File: src/rtl/tone_envelope.sv
// tone_envelope: ADSR-style envelope generator that gates a square-wave tone
// through an 8-bit PWM whose duty follows the envelope level.
//
// Ports:
//   clk_i    - single clock, all state updates on rising edge
//   rst_n    - asynchronous active-low reset
//   tone_i   - square-wave tone, synchronous to clk_i
//   gate_i   - note gate, high while the note is held
//   audio_o  - registered envelope-modulated PWM audio
//   level_o  - current envelope level (0..255)
//   state_o  - envelope state: 0 idle, 1 attack, 2 decay, 3 sustain, 4 release
//   busy_o   - high whenever state_o is not idle
module tone_envelope #(
  parameter int unsigned PRESC        = 1000,
  parameter int unsigned ATTACK_STEP  = 16,
  parameter int unsigned DECAY_STEP   = 2,
  parameter int unsigned SUSTAIN_LVL  = 96,
  parameter int unsigned RELEASE_STEP = 4
) (
  input  logic       clk_i,
  input  logic       rst_n,
  input  logic       tone_i,
  input  logic       gate_i,
  output logic       audio_o,
  output logic [7:0] level_o,
  output logic [2:0] state_o,
  output logic       busy_o
);

  localparam int unsigned PW = (PRESC > 1) ? $clog2(PRESC) : 1;
  localparam logic [PW-1:0] PrescMax = PW'(PRESC - 1);

  localparam logic [8:0] AttStep = 9'(ATTACK_STEP);
  localparam logic [8:0] DecStep = 9'(DECAY_STEP);
  localparam logic [8:0] RelStep = 9'(RELEASE_STEP);
  localparam logic [8:0] SusLvl  = 9'(SUSTAIN_LVL);

  typedef enum logic [2:0] {
    StIdle    = 3'd0,
    StAttack  = 3'd1,
    StDecay   = 3'd2,
    StSustain = 3'd3,
    StRelease = 3'd4
  } state_e;

  state_e        r_state;
  logic [7:0]    r_level;
  logic          r_gate;
  logic [PW-1:0] r_presc;
  logic [7:0]    r_pwm;
  logic          r_audio;

  logic          w_rise;
  logic          w_fall;
  logic          w_tick;
  logic [8:0]    w_att_sum;
  logic          w_dec_floor;
  logic          w_rel_floor;
  logic [7:0]    w_dec_lvl;
  logic [7:0]    w_rel_lvl;

  assign w_rise    = gate_i & ~r_gate;
  assign w_fall    = ~gate_i & r_gate;
  assign w_tick    = (r_presc == PrescMax);
  assign w_att_sum = {1'b0, r_level} + AttStep;

  // Saturation tests are done before subtracting so the 8-bit differences
  // below are only used when they cannot underflow past the floor.
  assign w_dec_floor = ({1'b0, r_level} <= (SusLvl + DecStep));
  assign w_rel_floor = ({1'b0, r_level} <= RelStep);
  assign w_dec_lvl   = r_level - DecStep[7:0];
  assign w_rel_lvl   = r_level - RelStep[7:0];

  // Envelope FSM, level and prescaler.
  always_ff @(posedge clk_i or negedge rst_n) begin
    if (!rst_n) begin
      r_state <= StIdle;
      r_level <= 8'd0;
      r_gate  <= 1'b0;
      r_presc <= '0;
    end else begin
      r_gate <= gate_i;
      if (w_rise) begin
        // Retrigger keeps the current level and restarts the tick phase.
        r_state <= StAttack;
        r_presc <= '0;
      end else begin
        r_presc <= w_tick ? '0 : r_presc + 1'b1;
        if (w_fall) begin
          // Any gate edge swallows a coincident tick.
          if (r_state inside {StAttack, StDecay, StSustain}) begin
            r_state <= StRelease;
          end
        end else if (w_tick) begin
          case (r_state)
            StAttack: begin
              if (w_att_sum >= 9'd255) begin
                r_level <= 8'd255;
                r_state <= StDecay;
              end else begin
                r_level <= w_att_sum[7:0];
              end
            end
            StDecay: begin
              if (w_dec_floor) begin
                r_level <= SusLvl[7:0];
                r_state <= StSustain;
              end else begin
                r_level <= w_dec_lvl;
              end
            end
            StRelease: begin
              if (w_rel_floor) begin
                r_level <= 8'd0;
                r_state <= StIdle;
              end else begin
                r_level <= w_rel_lvl;
              end
            end
            default: ;
          endcase
        end
      end
    end
  end

  // Free-running PWM; level 255 still leaves one low slot per period.
  always_ff @(posedge clk_i or negedge rst_n) begin
    if (!rst_n) begin
      r_pwm   <= 8'd0;
      r_audio <= 1'b0;
    end else begin
      r_pwm   <= r_pwm + 8'd1;
      r_audio <= tone_i & (r_pwm < r_level);
    end
  end

  assign audio_o = r_audio;
  assign level_o = r_level;
  assign state_o = r_state;
  assign busy_o  = (r_state != StIdle);

endmodule

File: config.mk
export PLATFORM = sky130hd
export DESIGN_NAME = tone_envelope
export DESIGN_NICKNAME = d
export VERILOG_FILES = /design/src/rtl/tone_envelope.sv
export SDC_FILE = /design/constraint.sdc
export NUM_CORES = 1
export LEC_CHECK = 0
export ABC_AREA = 1
export BUFFER_PORTS_ARGS = -buffer_cell sky130_fd_sc_hd__buf_2
export CAP_MARGIN = 20
export CORE_MARGIN = 1.5
export CORE_UTILIZATION = 55
export DETAILED_ROUTE_END_ITERATION = 10
export PLACE_DENSITY = 0.82
export REMOVE_ABC_BUFFERS = 1
export SETUP_SLACK_MARGIN = 0.05
export SYNTH_ARGS = -nofsm -noshare
export SYNTH_HDL_FRONTEND = slang
export SYNTH_SLANG_ARGS = --single-unit
File: constraint.sdc
create_clock -name clk_i -period 4.44 [get_ports clk_i]
set_clock_uncertainty 0.1 [all_clocks]
set_input_delay 0.222 -clock clk_i [delete_from_list [all_inputs] [get_ports clk_i]]
set_output_delay 0.222 -clock clk_i [all_outputs]
set_load 0.01 [all_outputs]
; After elaboration in Yosys (flattened, before gate mapping)
; Index checks and enable logic that the tools add are counted.
[word_totals]
elab_cells = 52
reg_bits = 31
[op_classes]
addsub = 5
n_eq_ne = 9
reduce_logical = 7
n_bitwise = 7
n_lt_le_gt_ge = 4
mux = 14
[op_table]
columns = operator, count
row1 = 8-bit two-way mux, 3
row2 = 8-bit one-hot mux with 3 select lines, 1
row3 = 3-bit two-way mux, 7
row4 = 10-bit two-way mux, 2
row5 = 3-bit nonzero test, 4
row6 = 10-bit by 1-bit adder with 10-bit output (second input constant), 1
row7 = 10-bit equality test (second input constant), 1
row8 = 8-bit by 5-bit adder with 9-bit output (second input constant), 1
row9 = 9-bit by 8-bit >= comparator with 1-bit output (second input constant), 1
row10 = 3-bit one-hot mux with 3 select lines, 1
row11 = 8-bit by 1-bit adder with 8-bit output (second input constant), 1
row12 = 8-bit by 3-bit <= comparator with 1-bit output (second input constant), 1
row13 = 8-bit by 7-bit <= comparator with 1-bit output (second input constant), 1
row14 = 8-bit less-than comparator, 1
row15 = 4-bit != test (second input constant), 2
row16 = 8-bit by 2-bit subtractor with 8-bit output (second input constant), 1
row17 = 8-bit by 3-bit subtractor with 8-bit output (second input constant), 1
row18 = 3-bit by 2-bit equality test with 1-bit output (second input constant), 2
row19 = 6-bit AND reduction, 1
row20 = 5-bit nonzero test, 1
row21 = 4-bit by 3-bit != test with 1-bit output (second input constant), 1
row22 = 1-bit inverter, 4
row23 = 4-bit AND reduction, 1
row24 = 1-bit AND, 3
row25 = other kinds (3), 3

; Depth between registers and ports, before layout
[depth]
word_depth = 7
depth_mapped = 13
ltp_nobuf = 13

; Worst setup path after synthesis
; Ideal clock, no wire load.
[synth_path]
kind = register to register
startpoint = register r_level[2], in the netlist level_o[2]
endpoint = register r_state[2], in the netlist state_o[2]
synth_period_minus_slack_ps = 1788
stages_incl_launch_ff = 14
t_arrival_ps = 1571
setup_slack_ps = 2652
t_required_ps = 4223
n_path_buf = 0
cell_sequence = dfrtp_1 > inv_1 > ha_1 > nand2_1 > nand2_1 > nand2_1 > nand2_1 > nand3_2 > nand2_2 > inv_2 > nand3_2 > nand2_2 > nand3_1 > nand2_1
[synth_between]
elab_chain_len = 4
[synth_rtl]
columns = element, line
row1 = start: declaration, 47  ; logic [7:0] r_level;
row2 = start signal: assignment, 101  ; r_level <= w_att_sum[7:0];
row3 = start signal: assignment, 106  ; r_level <= SusLvl[7:0];
row4 = start signal: assignment, 109  ; r_level <= w_dec_lvl;
row5 = 8-bit by 5-bit adder with 9-bit output, 65  ; assign w_att_sum = {1'b0, r_level} + AttStep;
row6 = 9-bit by 8-bit >= comparator with 1-bit output, 97  ; if (w_att_sum >= 9'd255) begin
row7 = 4-bit by 3-bit != test with 1-bit output (no line), --
row8 = 6-bit AND reduction (no line) (*), --
row9 = end signal: assignment, 77  ; r_state <= StIdle;
row10 = end signal: assignment, 99  ; r_state <= StDecay;
row11 = end signal: assignment, 107  ; r_state <= StSustain;
row12 = end: declaration, 46  ; state_e r_state;
; Every way passes the cells marked *; elsewhere a longest branch is shown, timed or not.
; A chain may end at the register's enable or synchronous reset.

; Worst setup path after layout
[layout_path]
startpoint = register r_level[2], in the netlist level_o[2]
endpoint = register r_state[1], in the netlist state_o[1]
; Same word-level chain as after synthesis.

==> out/metrics.csv <==
stage,metric,value,unit
timing,Worst-Margin Slew,716,ps
timing,final-report max-slew violation count,0,
routing,initial drt markers,110,
global_routing,GR Util All Layers,24.8,%
routing,drt drc,0,
floorplanning,row cnt,22,
floorplanning,total core area,0.00377,mm²
clock_tree,Resized Gates After CTS,0,
timing,Fin. Hold Viols,0,
synth,post-synth cell types,27,
routing,router iterations before antenna repair,4,
cells_and_area,Fillers,335,
cells_and_area,FF/Latch Area,776,µm²
clock_tree,clk slew on worst S/H paths,70,ps
outcome,status,"finished, final reports clean",
timing,fin crit period,2040,ps
timing,setup tns final,0,ps
setup_path,"reg-to-reg slack, setup",2400,ps
timing,Max Clk Rate,491,MHz
setup_path,critical path capture point type,flip-flop,
setup_path,FF-to-FF path depth,13,
cells_and_area,"commonest non-fill, non-tap cells in the layout","nand2_1 (58), inv_1 (39), dfrtp_1 (31), nand3_1 (25), nor2_1 (25)",
setup_path,arrival time at the worst endpoint,2120,ps
placed_design,routability congestion estimate,0.954,
clock_tree,TritonCTS Buffers,5,
cells_and_area,Nets,336,
routing,WL per Instance,13.4,µm
routing,via count,1935,
synth,Synth warnings,0,
floorplanning,chip width,66.4,µm
power_and_ir_drop,VDD IR max,172,µV
routing,routed wire length,4830,µm
cells_and_area,layout cells sized above 1,15.7,%
clock_tree,CTS sink count,31,
power_and_ir_drop,Leakage,1.29,nW
power_and_ir_drop,power per standard cell area,346,mW/mm²
synth,synthesized area,0.00221,mm²
setup_path,Crit Reg-Reg Startpoint,level_o[2],
clock_tree,Root Driver,clkbuf_8,
timing,setup ws final,2400,ps
global_routing,largest net degree at the start of global routing,32,
flow_run,max-cap violation count,0,
hold_path,Worst Hold Class,in2reg,
global_routing,initial antenna violation count,0,
synth,sequential-to-total area share from yosys stat,35.1,%
clock_tree,"Clk Latency, worst-skew pair",290,ps
hold_path,Hold EP,audio_o,
global_routing,number of global-route vias before repair,1852,
clock_tree,Hold Buf Count CTS,2,
hold_path,Worst Hold Launch,tone_i,
timing,Slew headroom,52.3,%
setup_path,Reg-to-Reg End,state_o[1],
placed_design,pre-CTS setup slack,2410,ps
clock_tree,clock tree from TritonCTS,yes,
synth,register bit count reported by yosys,31,
floorplanning,io pins,17,
clock_tree,number of setup buffers added after CTS,0,
setup_path,Crit Path Max Fanout,9,
placed_design,HPWL after DPL,3710,µm
synth,"Avg Cell Area, Syn",7.73,µm²
floorplanning,die area,0.00441,mm²
cells_and_area,Area Overhead vs Synth,10.9,%
global_routing,gr ovfl total,0,
timing,final period utilization,45.9,%
timing,# setup viols final,0,
floorplanning,die extent in y,66.4,µm
setup_path,Critical Path Source Type,flip-flop,
clock_tree,htree depth,2,
synth,synthesized instance count,286,
cells_and_area,"commonest non-fill, non-tap cell in the layout",nand2_1,
routing,Via density,5.38,
routing,post-route ant nets,0,
cells_and_area,Util after Layout,65.0,%
cells_and_area,area occupied by multi-input gates,0.00127,mm²
timing,RSZ-0062 raised after global routing,no,
floorplanning,Initial Util,58.6,%
cells_and_area,# diodes,0,
global_routing,first-pass GRT wire length,8310,µm
setup_path,Setup CP Type,reg2reg,
placed_design,input/output buffers,16,
clock_tree,clk buf depth,2,
setup_path,Critical Path RT,4520,ps
hold_path,hold path cells,2,
-- final cells by class --
type / count / share of cell area [%]
sequential: 31 / 31.6
multi-input combinational: 211 / 51.8
tap: 48 / 2.45
clock buffer: 7 / 3.11
inverter: 44 / 6.74
clock inverter: 1 / 0.204
timing repair buffer: 18 / 4.08
-- cell usage after synthesis (all sizes together) --
master	n	area share [%]
nand2	67	13
inv	44	7.5
dfrtp	31	35
nor2	31	6.2
nand3	30	8.3
ha	21	12
xor2	15	5.9
a21oi	12	2.7
o21ai	12	2.9
nand4	10	2.8
nor3	4	0.91
xnor2	3	1.2
or2	2	0.57
nor3b	1	0.34
o2111ai	1	0.40
o211ai	1	0.34
o21a	1	0.34
-- flip-flops by register name, summed over array words and instances (netlist names) --
signal   count
r_presc     10
level_o      8
r_pwm        8
state_o      3
audio_o      1
r_gate       1
-- power by group --
group | internal [mW] | switching, mW | total [mW]
logic | 0.0972 | 0.194 | 0.291
clock network | 0.110 | 0.105 | 0.215
registers | 0.311 | 0.0323 | 0.344
total | 0.518 | 0.331 | 0.849
-- cell families after synthesis --
logic type	synth area share (%)
and+or+nand+nor	31.7
DFF	35.1
AOI/OAI and AO/OA	6.68
xor gates and xnor gates	7.14
adders and majority gates	11.9
buffers and inverters	7.47
-- worst max path at each step --
| stage | startpoint | end | cells past startpoint | slack, ps |
|---|---|---|---|---|
| after floorplan | level_o[2] | state_o[2] | 13 | 2650 |
| after global placement | level_o[2] | state_o[0] | 13 | 2400 |
| after detailed placement | level_o[2] | state_o[1] | 13 | 2410 |
| after CTS | level_o[2] | state_o[1] | 13 | 2390 |
| after global routing | level_o[2] | level_o[4] | 11 | 2190 |
| final | level_o[2] | state_o[1] | 13 | 2400 |
-- metrics by stage --
step	area, µm²	total power [mW]	cells	hold WS [ps]
2_1_floorplan	2210	0.556	286	-174
3_3_place_gp	2350	0.630	350	208
6_report	2450	0.849	360	96.8
5_1_grt	2450	0.909	360	110
3_5_place_dp	2350	0.637	350	214
4_1_cts	2450	0.854	360	92.3
-- layer usage --
layer,up-vias,track usage (%),share of wire [%]
met5,-,0,0
met4,0,10.7,2.0
met3,12,4.26,3.7
met2,53,40.5,46
met1,899,32.2,48
li1,971,-,-
-- critical path, cell delays in order (launching register included) --
cell and delay (ps):
dfrtp_1 430, inv_1 260, ha_1 210, nand2_1 80, nand2_1 120, nand2_1 50
nand2_1 110, nand3_2 150, nand2_2 130, inv_2 50, nand3_2 60, nand2_2 60
nand3_1 80, nand2_1 50
Note: power is estimated with default switching activity, not from simulation.
